**src/rtl/rps_game_ctrl.sv**
```systemverilog
// rps_game_ctrl
//   Sequences one rock-paper-scissors match between two players. Each round
//   collects one legal move per player, judges it, updates the round/win/lose
//   counters and decides whether the match is over.
//
// Parameters
//   MAX_ROUND   rounds in a full match (1..15)
//   EARLY_END   1: also finish once win or lose exceeds MAX_ROUND/2
//
// Ports
//   clk, reset              rising-edge clock, asynchronous active-high reset
//   start                   start/restart a match (honoured in IDLE or DONE)
//   p1_valid/p1_move/p1_ready   player 1 move handshake (01 R, 10 P, 11 S)
//   p2_valid/p2_move/p2_ready   player 2 move handshake
//   round, win, lose        rounds played / won by p1 / won by p2
//   result                  last round: 00 none, 01 tie, 10 p1, 11 p2
//   result_valid            one-cycle pulse after counters/result update
//   fin, printwinner        match finished; 10 p1, 11 p2, 01 draw, 00 none
//   dbg_state               current FSM state for observation
//
// Handshake: a move transfers on a rising edge where valid=1, ready=1 and
// move!=00. ready is a registered output that rises on entry to COLLECT and
// falls the cycle after that player's move is taken; valid may be held
// across cycles and carries no obligation until ready is seen high.

module rps_game_ctrl #(
  parameter int MAX_ROUND = 9,
  parameter bit EARLY_END = 1'b0
) (
  input  logic       clk,
  input  logic       reset,
  input  logic       start,
  input  logic       p1_valid,
  input  logic [1:0] p1_move,
  output logic       p1_ready,
  input  logic       p2_valid,
  input  logic [1:0] p2_move,
  output logic       p2_ready,
  output logic [3:0] round,
  output logic [3:0] win,
  output logic [3:0] lose,
  output logic [1:0] result,
  output logic       result_valid,
  output logic       fin,
  output logic [1:0] printwinner,
  output logic [2:0] dbg_state
);

  localparam logic [3:0] MAX_R = 4'(MAX_ROUND);
  localparam logic [3:0] HALF  = 4'(MAX_ROUND / 2);

  typedef enum logic [2:0] {
    S_IDLE    = 3'd0,
    S_COLLECT = 3'd1,
    S_JUDGE   = 3'd2,
    S_CHECK   = 3'd3,
    S_DONE    = 3'd4
  } state_t;

  state_t     state, state_n;
  logic [1:0] p1_mv, p1_mv_n, p2_mv, p2_mv_n;
  logic       p1_ready_n, p2_ready_n;
  logic [3:0] round_n, win_n, lose_n;
  logic [1:0] result_n, printwinner_n;
  logic       result_valid_n, fin_n;
  logic       p1_take, p2_take, p1_got, p2_got;
  logic       p1_beats, over;
  logic [1:0] outcome;

  // 00 is never latched, so a non-zero latched move doubles as "have move".
  assign p1_got  = (p1_mv != 2'b00);
  assign p2_got  = (p2_mv != 2'b00);
  assign p1_take = (state == S_COLLECT) && p1_ready && p1_valid && (p1_move != 2'b00);
  assign p2_take = (state == S_COLLECT) && p2_ready && p2_valid && (p2_move != 2'b00);

  always_comb begin
    p1_beats = 1'b0;
    case ({p1_mv, p2_mv})
      4'b10_01, 4'b01_11, 4'b11_10: p1_beats = 1'b1;
      default:                      p1_beats = 1'b0;
    endcase
  end

  always_comb begin
    if (p1_mv == p2_mv)  outcome = 2'b01;
    else if (p1_beats)   outcome = 2'b10;
    else                 outcome = 2'b11;
  end

  // Evaluated in CHECK on counters that were registered at the JUDGE edge.
  assign over = (round == MAX_R) ||
                (EARLY_END && ((win > HALF) || (lose > HALF)));

  always_comb begin
    state_n        = state;
    p1_mv_n        = p1_mv;
    p2_mv_n        = p2_mv;
    p1_ready_n     = 1'b0;
    p2_ready_n     = 1'b0;
    round_n        = round;
    win_n          = win;
    lose_n         = lose;
    result_n       = result;
    result_valid_n = 1'b0;
    fin_n          = fin;
    printwinner_n  = printwinner;

    case (state)
      S_IDLE, S_DONE: begin
        if (start) begin
          round_n       = 4'd0;
          win_n         = 4'd0;
          lose_n        = 4'd0;
          result_n      = 2'b00;
          fin_n         = 1'b0;
          printwinner_n = 2'b00;
          p1_ready_n    = 1'b1;
          p2_ready_n    = 1'b1;
          state_n       = S_COLLECT;
        end
      end
      S_COLLECT: begin
        p1_ready_n = p1_ready && !p1_take;
        p2_ready_n = p2_ready && !p2_take;
        if (p1_take) p1_mv_n = p1_move;
        if (p2_take) p2_mv_n = p2_move;
        if (p1_got && p2_got) state_n = S_JUDGE;
      end
      S_JUDGE: begin
        round_n        = round + 4'd1;
        if (outcome == 2'b10) win_n  = win + 4'd1;
        if (outcome == 2'b11) lose_n = lose + 4'd1;
        result_n       = outcome;
        result_valid_n = 1'b1;
        p1_mv_n        = 2'b00;
        p2_mv_n        = 2'b00;
        state_n        = S_CHECK;
      end
      S_CHECK: begin
        if (over) begin
          fin_n   = 1'b1;
          if (win > lose)      printwinner_n = 2'b10;
          else if (lose > win) printwinner_n = 2'b11;
          else                 printwinner_n = 2'b01;
          state_n = S_DONE;
        end else begin
          p1_ready_n = 1'b1;
          p2_ready_n = 1'b1;
          state_n    = S_COLLECT;
        end
      end
      default: state_n = S_IDLE;
    endcase
  end

  always_ff @(posedge clk or posedge reset) begin
    if (reset) begin
      state        <= S_IDLE;
      p1_mv        <= 2'b00;
      p2_mv        <= 2'b00;
      p1_ready     <= 1'b0;
      p2_ready     <= 1'b0;
      round        <= 4'd0;
      win          <= 4'd0;
      lose         <= 4'd0;
      result       <= 2'b00;
      result_valid <= 1'b0;
      fin          <= 1'b0;
      printwinner  <= 2'b00;
    end else begin
      state        <= state_n;
      p1_mv        <= p1_mv_n;
      p2_mv        <= p2_mv_n;
      p1_ready     <= p1_ready_n;
      p2_ready     <= p2_ready_n;
      round        <= round_n;
      win          <= win_n;
      lose         <= lose_n;
      result       <= result_n;
      result_valid <= result_valid_n;
      fin          <= fin_n;
      printwinner  <= printwinner_n;
    end
  end

  assign dbg_state = state;

endmodule

```
**config.mk**
```make
export PLATFORM = sky130hd
export DESIGN_NAME = rps_game_ctrl
export DESIGN_NICKNAME = d
export VERILOG_FILES = /design/src/rtl/rps_game_ctrl.sv
export SDC_FILE = /design/constraint.sdc
export NUM_CORES = 1
export LEC_CHECK = 0
export CELL_PAD_IN_SITES_DETAIL_PLACEMENT = 1
export CELL_PAD_IN_SITES_GLOBAL_PLACEMENT = 1
export CORE_UTILIZATION = 37
export DETAILED_ROUTE_END_ITERATION = 8
export HOLD_SLACK_MARGIN = 0.15
export PLACE_DENSITY = 0.87
export REMOVE_ABC_BUFFERS = 1
export SLEW_MARGIN = 30
export SYNTH_ARGS = -nofsm -noshare
export SYNTH_HDL_FRONTEND = slang
export SYNTH_SLANG_ARGS = --single-unit
```
**constraint.sdc**
```tcl
create_clock -name clk -period 2.2 [get_ports clk]
set_clock_uncertainty 0.15 [all_clocks]
set_input_delay 0.22 -clock clk [delete_from_list [all_inputs] [get_ports clk]]
set_output_delay 0.22 -clock clk [all_outputs]
set_load 0.01 [all_outputs]
```
==> metrics.md, run 1 <==
| Metric | Value |
|---|---|
| Status | `complete, no violations` |
| Clk slew on worst S/H paths | `100 ps` |
| Initial Util | `about two fifths` |
| Port bufs | `31` |
| Post-Syn Instances | `146` |
| Vias/cell | `about 5.3` |
| Synthesized area | `1400 um2` |
| DR pass1 iterations | `4` |
| Most frequent cells in the layout | `31 x clkdlybuf4s50_1, 27 x dfrtp_1, 26 x o21ai_0` |
| Most common cell after layout, fill and taps aside | `clkdlybuf4s50_1` |
| 1st-iter DRT viols | `67` |
| Final total power | `0.00170 W` |
| # resized after CTS | `0` |
| CTS root buf | `clkbuf_8` |
| Initial antenna violation count | `0` |
| Max-cap violations | `0` |
| Hold Vio Cnt, Final | `0` |
| Clock network fraction of design power | `between 10% and 20%` |
| Combinational share of power | `between 30 and 40%` |
| DIE HEIGHT | `63.5 um` |
| Area Overhead vs Synth | `28.9%` |
| Hold Crit Class | `input port to asynchronous set/reset pin` |
| Top-area cell type share of the netlist area | `48.3%` |
| Slowest cell on crit path | `or3b_1` |
| Wire length per cell | `15.3 um` |
| # diodes | `0` |
| CP Data Required Time | `about 2200 ps` |
| RSZ-0062 raised after global routing | `no` |
| Crit path DAT | `1940 ps` |
| Area of the multi-input gates | `651 um2` |
| Design internal power | `approximately 0.0011 W` |
| Count of cell types in the netlist | `35` |
| CORE AREA | `3470 um2` |
| Total vias in the final route | `1202` |
| Crit-path most repeated cell | `o21ai_0` |
| Max transition margin | `76.0%` |
| Setup bufs post-CTS | `0` |
| Setup TNS | `0 ps` |
| Vias in the first global route | `1302` |
| RePlAce Congestion | `0.818` |
| Sw power | `0.000630 W` |
| Row Count | `21` |
| Proportion of layout cells with a drive suffix above 1 | `6.11%` |
| Routed WL | `3470 um` |
| Top-level I/O count | `32` |
| Clock Latency Late Sink | `280 ps` |
| TritonCTS clock tree | `built` |
| Final global-route overflow total | `0` |
| Drt drc | `0` |
| Fin nets | `198` |
| Gr usage total | `18.9%` |
| Maximum clock path buffer count | `2` |
| Critical Path, Cell by Cell | `or3b_1 -> inv_1 -> o21ai_1 -> o21ai_0 -> o21ai_0` |
| Worst setup path category | `flop to flop` |
| LEAKAGE | `0.820 nW` |
| Pwr dens | `between 900 and 1000 nW/um2` |
| WP buf/inv | `1` |
| Sw Ratio | `37.0%` |
| First-pass GRT wire length | `5910 um` |
| Final count of negative-setup-slack endpoints | `0` |
| Worst slew pin tran | `between 300 and 400 ps` |
| Fillers | `414` |
| Die ar. | `4030 um2` |
| Sequential area share after synthesis | `48.3%` |
| Register share of total power | `43.7%` |
| Startpoint types | `flop` |
| Fin. max-slew vios | `0` |
| Hold Buf Count CTS | `0` |
| CTS buffer count | `3` |
| Min Tclk post-route | `between 1500 and 2000 ps` |
| Seq. cell area | `676 um2` |
| Routed Antenna Nets | `0` |
| CP Capture Type | `flop` |
| Largest cells by area after synthesis | `dfrtp_1 48%, o21ai_0 9.3%, ha_1 7.1%` |
| Dpl hpwl | `2630 um` |
| H-tree depth | `1` |
| FF+latch count, synth | `27` |
| Max IR drop VDD | `~0.53 mV` |
| Mean post-synth cell area | `9.59 um2` |
| Largest net degree at the start of global routing | `28` |
| Max Clock Freq | `~0.51 GHz` |
| CTS sink cnt | `27` |
| Yosys Warn Count | `0` |
| Critical path peak fanout | `8` |
| Chip width | `63.5 um` |
| Max incr delay on CP | `just over 500 ps` |
| Cell taking the most area after synthesis | `dfrtp_1` |
| Crit-path leading delay family | `compound AO/OA/AOI/OAI gates` |
| Fin crit share | `88.3%` |
state kept, by name (all words and copies together) (netlist names):
name          count
dbg_state         3
fin               1
lose              4
p1_mv             2
p1_ready          1
p2_mv             2
p2_ready          1
printwinner       2
result            2
result_valid      1
round             4
win               4
synth_stat cells, drive strengths merged:
| library cell | count |
|---|---|
| dfrtp | 27 |
| o21ai | 27 |
| nand2 | 17 |
| inv | 11 |
| nand3 | 9 |
| ha | 8 |
| a21oi | 7 |
| buf | 4 |
| nor2 | 4 |
| a21o | 3 |
| nand4 | 3 |
| and2 | 2 |
| and3b | 2 |
| nand3b | 2 |
| nand4b | 2 |
| nor2b | 2 |
| or3b | 2 |
| xor2 | 2 |
| a21boi | 1 |
| a22oi | 1 |
| a32o | 1 |
| and2b | 1 |
| nand2b | 1 |
| nand4bb | 1 |
| nor3b | 1 |
| o21bai | 1 |
| o22ai | 1 |
| or2b | 1 |
| or3 | 1 |
| or4b | 1 |
metal layers:
metal | share of wire (%) | global-route usage, %
met2 | 52 | 34.7
met4 | 2.0 | 7.10
met3 | 3.3 | 2.90
met1 | 43 | 21.7
met5 | 0 | 0
kinds of logic after synthesis:
kind of cell | synth area share [%]
buf+inv | 5.27
compound gates | 16.5
simple gates | 21.5
fa+ha+maj | 7.15
flops | 48.3
xor+xnor | 1.25
worst register-to-register path, cell delays in order (launching register included):
cell     delay (ps)
dfrtp_1         470
or3b_1          510
inv_1           110
o21ai_1         110
o21ai_0         330
o21ai_0         140
layout make-up:
class	instances	share of cell area, %
sequential	27	37.4
multi-input combinational	104	36.1
timing repair buffer	34	18.4
tap	46	3.19
clock buffer	3	2.29
inverter	11	2.29
clock inverter	1	0.277
power by group through the flow:
stage	Clock [W]	Sequential (W)	Combinational [W]
after global placement	0	0.000741	0.000634
after floorplan	0	0.000756	0.000344
after global routing	0.000318	0.000759	0.000743
after detailed placement	0	0.000752	0.000669
final	0.000290	0.000743	0.000668
after CTS	0.000298	0.000743	0.000679
through the flow:
step	utilization (%)	setup WS, ps	hold slack [ps]	cells	area, um2
4_1_cts	52.0	265	175	226	1800
3_5_place_dp	50.7	284	339	222	1760
6_report	52.0	257	153	226	1800
5_1_grt	52.0	108	194	226	1800
2_1_floorplan	-	342	123	142	1370
3_3_place_gp	50.7	329	309	222	1760
path summary, 6_finish.rpt:
check	startpoint	to	slack, ps	depth (start not counted)
worst max register to register	dbg_state[2]	lose[0]	260	5
worst min register to register	fin	fin	350	1
worst max-delay path	dbg_state[2]	lose[0]	260	5
min in group clk	fin	fin	350	1
worst min-delay path	reset	printwinner[1]	150	3
max in group asynchronous	reset	lose[2]	1480	3
No activity file was read; power rests on OpenSTA's default activity.
==> run 2, diff against run 1 <==
--- a/config.mk
+++ b/config.mk
@@ -5,12 +5,14 @@
 export SDC_FILE = /design/constraint.sdc
 export NUM_CORES = 1
 export LEC_CHECK = 0
+export ABC_AREA = 1
 export CELL_PAD_IN_SITES_DETAIL_PLACEMENT = 1
 export CELL_PAD_IN_SITES_GLOBAL_PLACEMENT = 1
 export CORE_UTILIZATION = 37
 export DETAILED_ROUTE_END_ITERATION = 8
+export GPL_ROUTABILITY_DRIVEN = 0
 export HOLD_SLACK_MARGIN = 0.15
-export PLACE_DENSITY = 0.87
+export PLACE_DENSITY = 0.88
 export REMOVE_ABC_BUFFERS = 1
 export SLEW_MARGIN = 30
 export SYNTH_ARGS = -nofsm -noshare
==> run 2 against run 1 <==
  * Utilization down 3.2 points
  * Clock-buffer cell count unchanged
  * Combinational power up 36%
  * Area after synthesis up 10%
  * Flip-flop and latch count unchanged
  * Setup slack better by 180 ps
  * Clock power up 2%
  * Routed wire length up 7.1%
  * Maximum frequency up 10%
  * Register-to-register slack better by 370 ps
  * Synthesized cell count up 32%
==> metrics.md, run 2 <==
| Metric | Value |
|---|---|
| Gr usage total | `19.3% (+0.38 points)` |
| RSZ-0062 raised after global routing | `no` |
| Global-route met1 utilization | `22.9% (+1.2 points)` |
| Count of cell types in the netlist | `28 (-20%)` |
| Crit-path leading delay family | `buffers and inverters` |
| Final count of negative-setup-slack endpoints | `0 (unchanged)` |
| Synth top cells by count | `61 x nand2_1, 27 x dfrtp_1, 23 x inv_1` |
| Critical Path, Cell by Cell | `clkdlybuf4s50_1` |
| Fin nets | `245 (+24%)` |
| Asr flop ratio synth | `100% (unchanged)` |
| Min Tclk post-route | `1760 ps (-180 ps)` |
| Fin crit share | `80.2% (-8.2 points)` |
| Met2 usage | `35.6% (+0.90 points)` |
| Worst slew pin tran | `386 ps (+30.3 ps)` |
| Predominant post-synthesis flop cell | `dfrtp_1` |
| Final setup margin | `437 ps (+180 ps)` |
| # diodes | `0 (unchanged)` |
| Max transition margin | `74.2% (-1.8 points)` |
| Sequential area share after synthesis | `43.7% (-4.6 points)` |
| CTS sink cnt | `27 (unchanged)` |
| Dpl hpwl | `2860 um (+8.9%)` |
| Compound-Gate Fraction of Synth Area | `6.39% (-10 points)` |
| Met3 GRT Util | `2.23% (-0.67 points)` |
| Vias in the first global route | `1468 (+13%)` |
| Top flop regs | `lose (4), round (4), win (4)` |
| Wire length per cell | `13.4 um (-13%)` |
| Routed Antenna Nets | `0 (unchanged)` |
| Setup TNS | `0 ps (unchanged)` |
| WP buf/inv | `1 (unchanged)` |
| Yosys Warn Count | `0 (unchanged)` |
| Initial antenna violation count | `0 (unchanged)` |
| Pwr dens | `1000 nW/um2 (+6.2%)` |
| Mean post-synth cell area | `8.01 um2 (-16%)` |
| Largest net degree at the start of global routing | `28 (unchanged)` |
| Most frequent cells in the layout | `61 x nand2_1, 31 x clkdlybuf4s50_1, 27 x dfrtp_1` |
| DR pass1 iterations | `4 (unchanged)` |
| Clk slew on worst S/H paths | `100 ps (about the same)` |
| Setup bufs post-CTS | `0 (unchanged)` |
| Post-synth EDFFs | `0 (unchanged)` |
| Row Count | `23 (+9.5%)` |
| Non-Filler Instances | `277 (+23%)` |
| Simple-gate portion of the synthesized area | `33.3% (+12 points)` |
| Vias/cell | `4.98 (-6.3%)` |
| Max-cap violations | `0 (unchanged)` |
| CP Data Required Time | `1830 ps (-370 ps)` |
| Slowest cell on crit path | `clkdlybuf4s50_1` |
| Multiplexer share of the synthesized area | `0% (unchanged)` |
| Routed WL | `3710 um (+7.1%)` |
| Area Overhead vs Synth | `26.4%` |
| First-pass GRT wire length | `6530 um (+11%)` |
| Synthesized area | `1550 um2 (+10%)` |
| CTS buffer count | `3 (unchanged)` |
| FF+latch count, synth | `27 (unchanged)` |
| Initial Util | `38.7% (-1.7 points)` |
| Placed Instances | `273 (+23%)` |
| CORE AREA | `4000 um2 (+15%)` |
| Max Clock Freq | `0.567 GHz (+10%)` |
| Most common cell in the netlist | `nand2_1` |
| Maximum clock path buffer count | `2 (unchanged)` |
| Drt drc | `0 (unchanged)` |
| Global route hottest layer | `met2` |
| Worst setup path category | `flop to output pin` |
| Adder-cell share of the synthesized area | `6.47% (-0.68 points)` |
| H-tree depth | `1 (unchanged)` |
| XOR/XNOR Fraction of Synth Area | `2.27% (+1.0 points)` |
| Max IR drop VDD | `0.454 mV (-15%)` |
| Hold Crit Class | `input port to asynchronous set/reset pin` |
| DP Area | `1910 um2 (+8.5%)` |
| Startpoint types | `flop` |
| Crit path DAT | `1390 ps (-550 ps)` |
| Top-area cell type share of the netlist area | `43.7% (-4.6 points)` |
| Finished Core Util | `48.9% (-3.2 points)` |
| TritonCTS clock tree | `built` |
| CTS root buf | `clkbuf_8` |
| Hold Vio Cnt, Final | `0 (unchanged)` |
| Fillers | `513 (+24%)` |
| Port bufs | `31 (unchanged)` |
| Status | `complete, no violations` |
| Final global-route overflow total | `0 (unchanged)` |
| Largest cells by area after synthesis | `dfrtp_1 44%, nand2_1 15%, ha_1 6.5%` |
| Proportion of layout cells with a drive suffix above 1 | `10.6% (+4.5 points)` |
| LEAKAGE | `1.00 nW (+22%)` |
| Chip width | `66.7 um (+4.9%)` |
| Clock Latency Late Sink | `280 ps (about the same)` |
| Die ar. | `4440 um2 (+10%)` |
| Largest family of logic cells by synthesized area | `simple AND/OR/NAND/NOR gates` |
| Total vias in the final route | `1380 (+15%)` |
| Hold Buf Count CTS | `0 (unchanged)` |
| Fin. max-slew vios | `0 (unchanged)` |
| # resized after CTS | `0 (unchanged)` |
| Max incr delay on CP | `590 ps (+80 ps)` |
| Critical path peak fanout | `4 (-4)` |
| Final instance area | `1950 um2 (+8.3%)` |
| DIE HEIGHT | `66.7 um (+4.9%)` |
| 1st-iter DRT viols | `22 (-67%)` |
| Top-level I/O count | `32 (unchanged)` |
| Cell taking the most area after synthesis | `dfrtp_1` |
| Most common cell after layout, fill and taps aside | `nand2_1` |
| CP Capture Type | `output pin` |
| Post-Syn Instances | `193 (+32%)` |
| Dpl ws | `544 ps (+260 ps)` |
[run 2: changes by cell type after synthesis, sizes merged, moves of 3 or more]
cell	delta
nand3	+11
o21ai	-22
nor2	+17
nand2	+47
inv	+16
a21o	-3
[run 2: routing by layer]
layer  vias up  part of all wire, %
li1        681                    -
met1       669                   45
met2        24                   52
met3         6                  1.9
met4         0                  1.5
met5         -                    0
[run 2: power by group]
group,internal [W],switching (W)
clock network,0.000127,0.000170
logic,0.000388,0.000519
registers,0.000615,0.000136
[run 2: area by class of cell]
class                   count  area, um2  share of cell area (%)
inverters                  27        104                    5.31
clock buffers               3       41.3                    2.11
flip-flops and latches     27        676                    34.6
well taps                  50       62.6                    3.20
clock inverters             1       5.00                   0.256
repair buffers             32        318                    16.3
multi-input cells         137        748                    38.3
[run 2: logic make-up (layout without fill, tap and decap cells)]
logic type	Yosys count	in the layout
adders and majority gates	8	8
and+or+nand+nor	110	110
buffers and inverters	29	63
DFF	27	27
AOI/OAI and AO/OA	15	15
xor gates and xnor gates	4	4
[run 2: path summary, 6_finish.rpt]
path / start / endpoint / slack, ps / cells after the start
max: dbg_state[2] / dbg_state[2] / 440 / 1
min: reset / fin / 140 / 3
max reg2reg: dbg_state[0] / lose[3] / 630 / 8
min reg2reg: printwinner[1] / printwinner[1] / 330 / 2
max in group asynchronous: reset / win[1] / 1490 / 3
min in group clk: printwinner[1] / printwinner[1] / 330 / 2
[run 2: metrics by stage]
step                      hold slack, ps  total power (W)
final                                145          0.00196
after detailed placement             308          0.00168
after CTS                            160          0.00198
after floorplan                      123          0.00130
after global routing                 189          0.00212
after global placement               305          0.00164
==> RTL edit: new RTL, settings of run 1 <==
Set the parameter `EARLY_END` to 1'b1 (it was 1'b0).
--- a/src/rtl/rps_game_ctrl.sv
+++ b/src/rtl/rps_game_ctrl.sv
@@ -26,5 +26,5 @@
 module rps_game_ctrl #(
   parameter int MAX_ROUND = 9,
-  parameter bit EARLY_END = 1'b0
+  parameter bit EARLY_END = 1'b1
 ) (
   input  logic       clk,
Behaviour: same outputs for any inputs over 10 cycles, from zero or initial values and one cycle with reset high; that may be too few to reach the edited logic, so the function may still have changed.
==> RTL edit against run 1 <==
Count of clock-buffer cells in the layout unchanged. Wire length up 4.4%. Total power up 7.6%. Area after synthesis up 8.4%. Worst setup slack better by 0.039 ns. Sequential cell count unchanged. Clock power up 2%. Global-route usage down 0.43 points. Final area up 6.3%. Final cell count up 3.5%.
==> RTL edit: results (changes against run 1) <==
----------------------------------------------------
[Final layout]
  FF+latch count ... 27 (unchanged)
  Non-clock inverter count in the final layout ... 13 (+2)
  Layout net count ... 206 (+4.0%)
  Seq area share ... 35.23% (-2.2 points)
  Total number of multi-input combinational cells ... 109 (+4.8%)
  Signal buffers share of area ... 16.96% (-1.5 points)
  Clock buf/inv share ... 2.544% (-0.022 points)
  Layout cell share with drive strength beyond 1 ... 6.452% (+0.34 points)

[GRT]
  Vias in the first global route ... 1343 (+3.1%)

[Timing]
  Worst-Margin Slew ... 0.5021 ns (+0.1459 ns)
  Hold Slack ... 0.1425 ns (-0.01052 ns)

[Floorplan]
  Placement Rows ... 22 (+4.8%)

[Power and ir drop]
  Design Power ... 1.828 mW (+7.6%)
  Switching pwr ... 712.9 uW (+13%)
  Leakage power figure ... 0.8978 nW (+9.5%)
  Power attributed to the clock group ... 295 uW (+2%)
  Peak VDD IR ... 0.0005828 V (+9.2%)

[Placement]
  Final RePlAce weighted congestion ... 0.7439 (-9.0%)
  Total placed cells including tap cells ... 230 (+3.6%)

[Synthesis]
  Top cells by area in the synthesized netlist ... sky130_fd_sc_hd__dfrtp_1, sky130_fd_sc_hd__ha_1, sky130_fd_sc_hd__mux2i_1
  Seq/Total Area, Yosys ... 44.52% (-3.7 points)
  Post-Synth XOR/XNOR Area ... 1.154% (-0.097 points)
  Adder-cell share of the synthesized area ... 8.244% (+1.1 points)
  Synth unique cells ... 39 (+11%)
  Most frequent cells after synthesis ... sky130_fd_sc_hd__dfrtp_1, sky130_fd_sc_hd__nand2_1, sky130_fd_sc_hd__inv_1

[Worst setup path]
  Required @ worst endpoint ... 2.22 ns (+0.02 ns)
  Largest driver fanout on the critical path ... 10 (+2)
  Slowest stage delay, CP ... 0.58 ns (+0.07 ns)
  Reg2Reg Launch Point ... dbg_state[0]

[Route]
  Via density per instance ... 5.385 (+1.2%)

[Outcome]
  Run status ... completed

----------------------------------------------------
==> RTL edit: cell count changes in the layout (fill, tap and decap cells not counted), sizes merged, moves of 2 or more <==
cell and change:
o21a +2, nand2b +3, nand2 +3, nand3 -2, mux2i +9, and3b -2
nor3 +2, ha +2, o22ai +2, o21ai -18, and4bb +2
==> RTL edit: worst register-to-register path: stages, from the launching register on <==
cell and delay, ns:
sky130_fd_sc_hd__dfrtp_1 0.46, sky130_fd_sc_hd__or3b_1 0.58, sky130_fd_sc_hd__nand2_1 0.19, sky130_fd_sc_hd__o21ai_1 0.11, sky130_fd_sc_hd__mux2_2 0.30
==> RTL edit: per-layer routing <==
metal | GRT usage (%) | wire length, um | vias up
met5 | 0 | 0 | -
met4 | 4.787 | 36 | 0
met3 | 2.586 | 109 | 3
met2 | 35.97 | 1915 | 29
met1 | 20.59 | 1562 | 624
li1 | - | - | 604
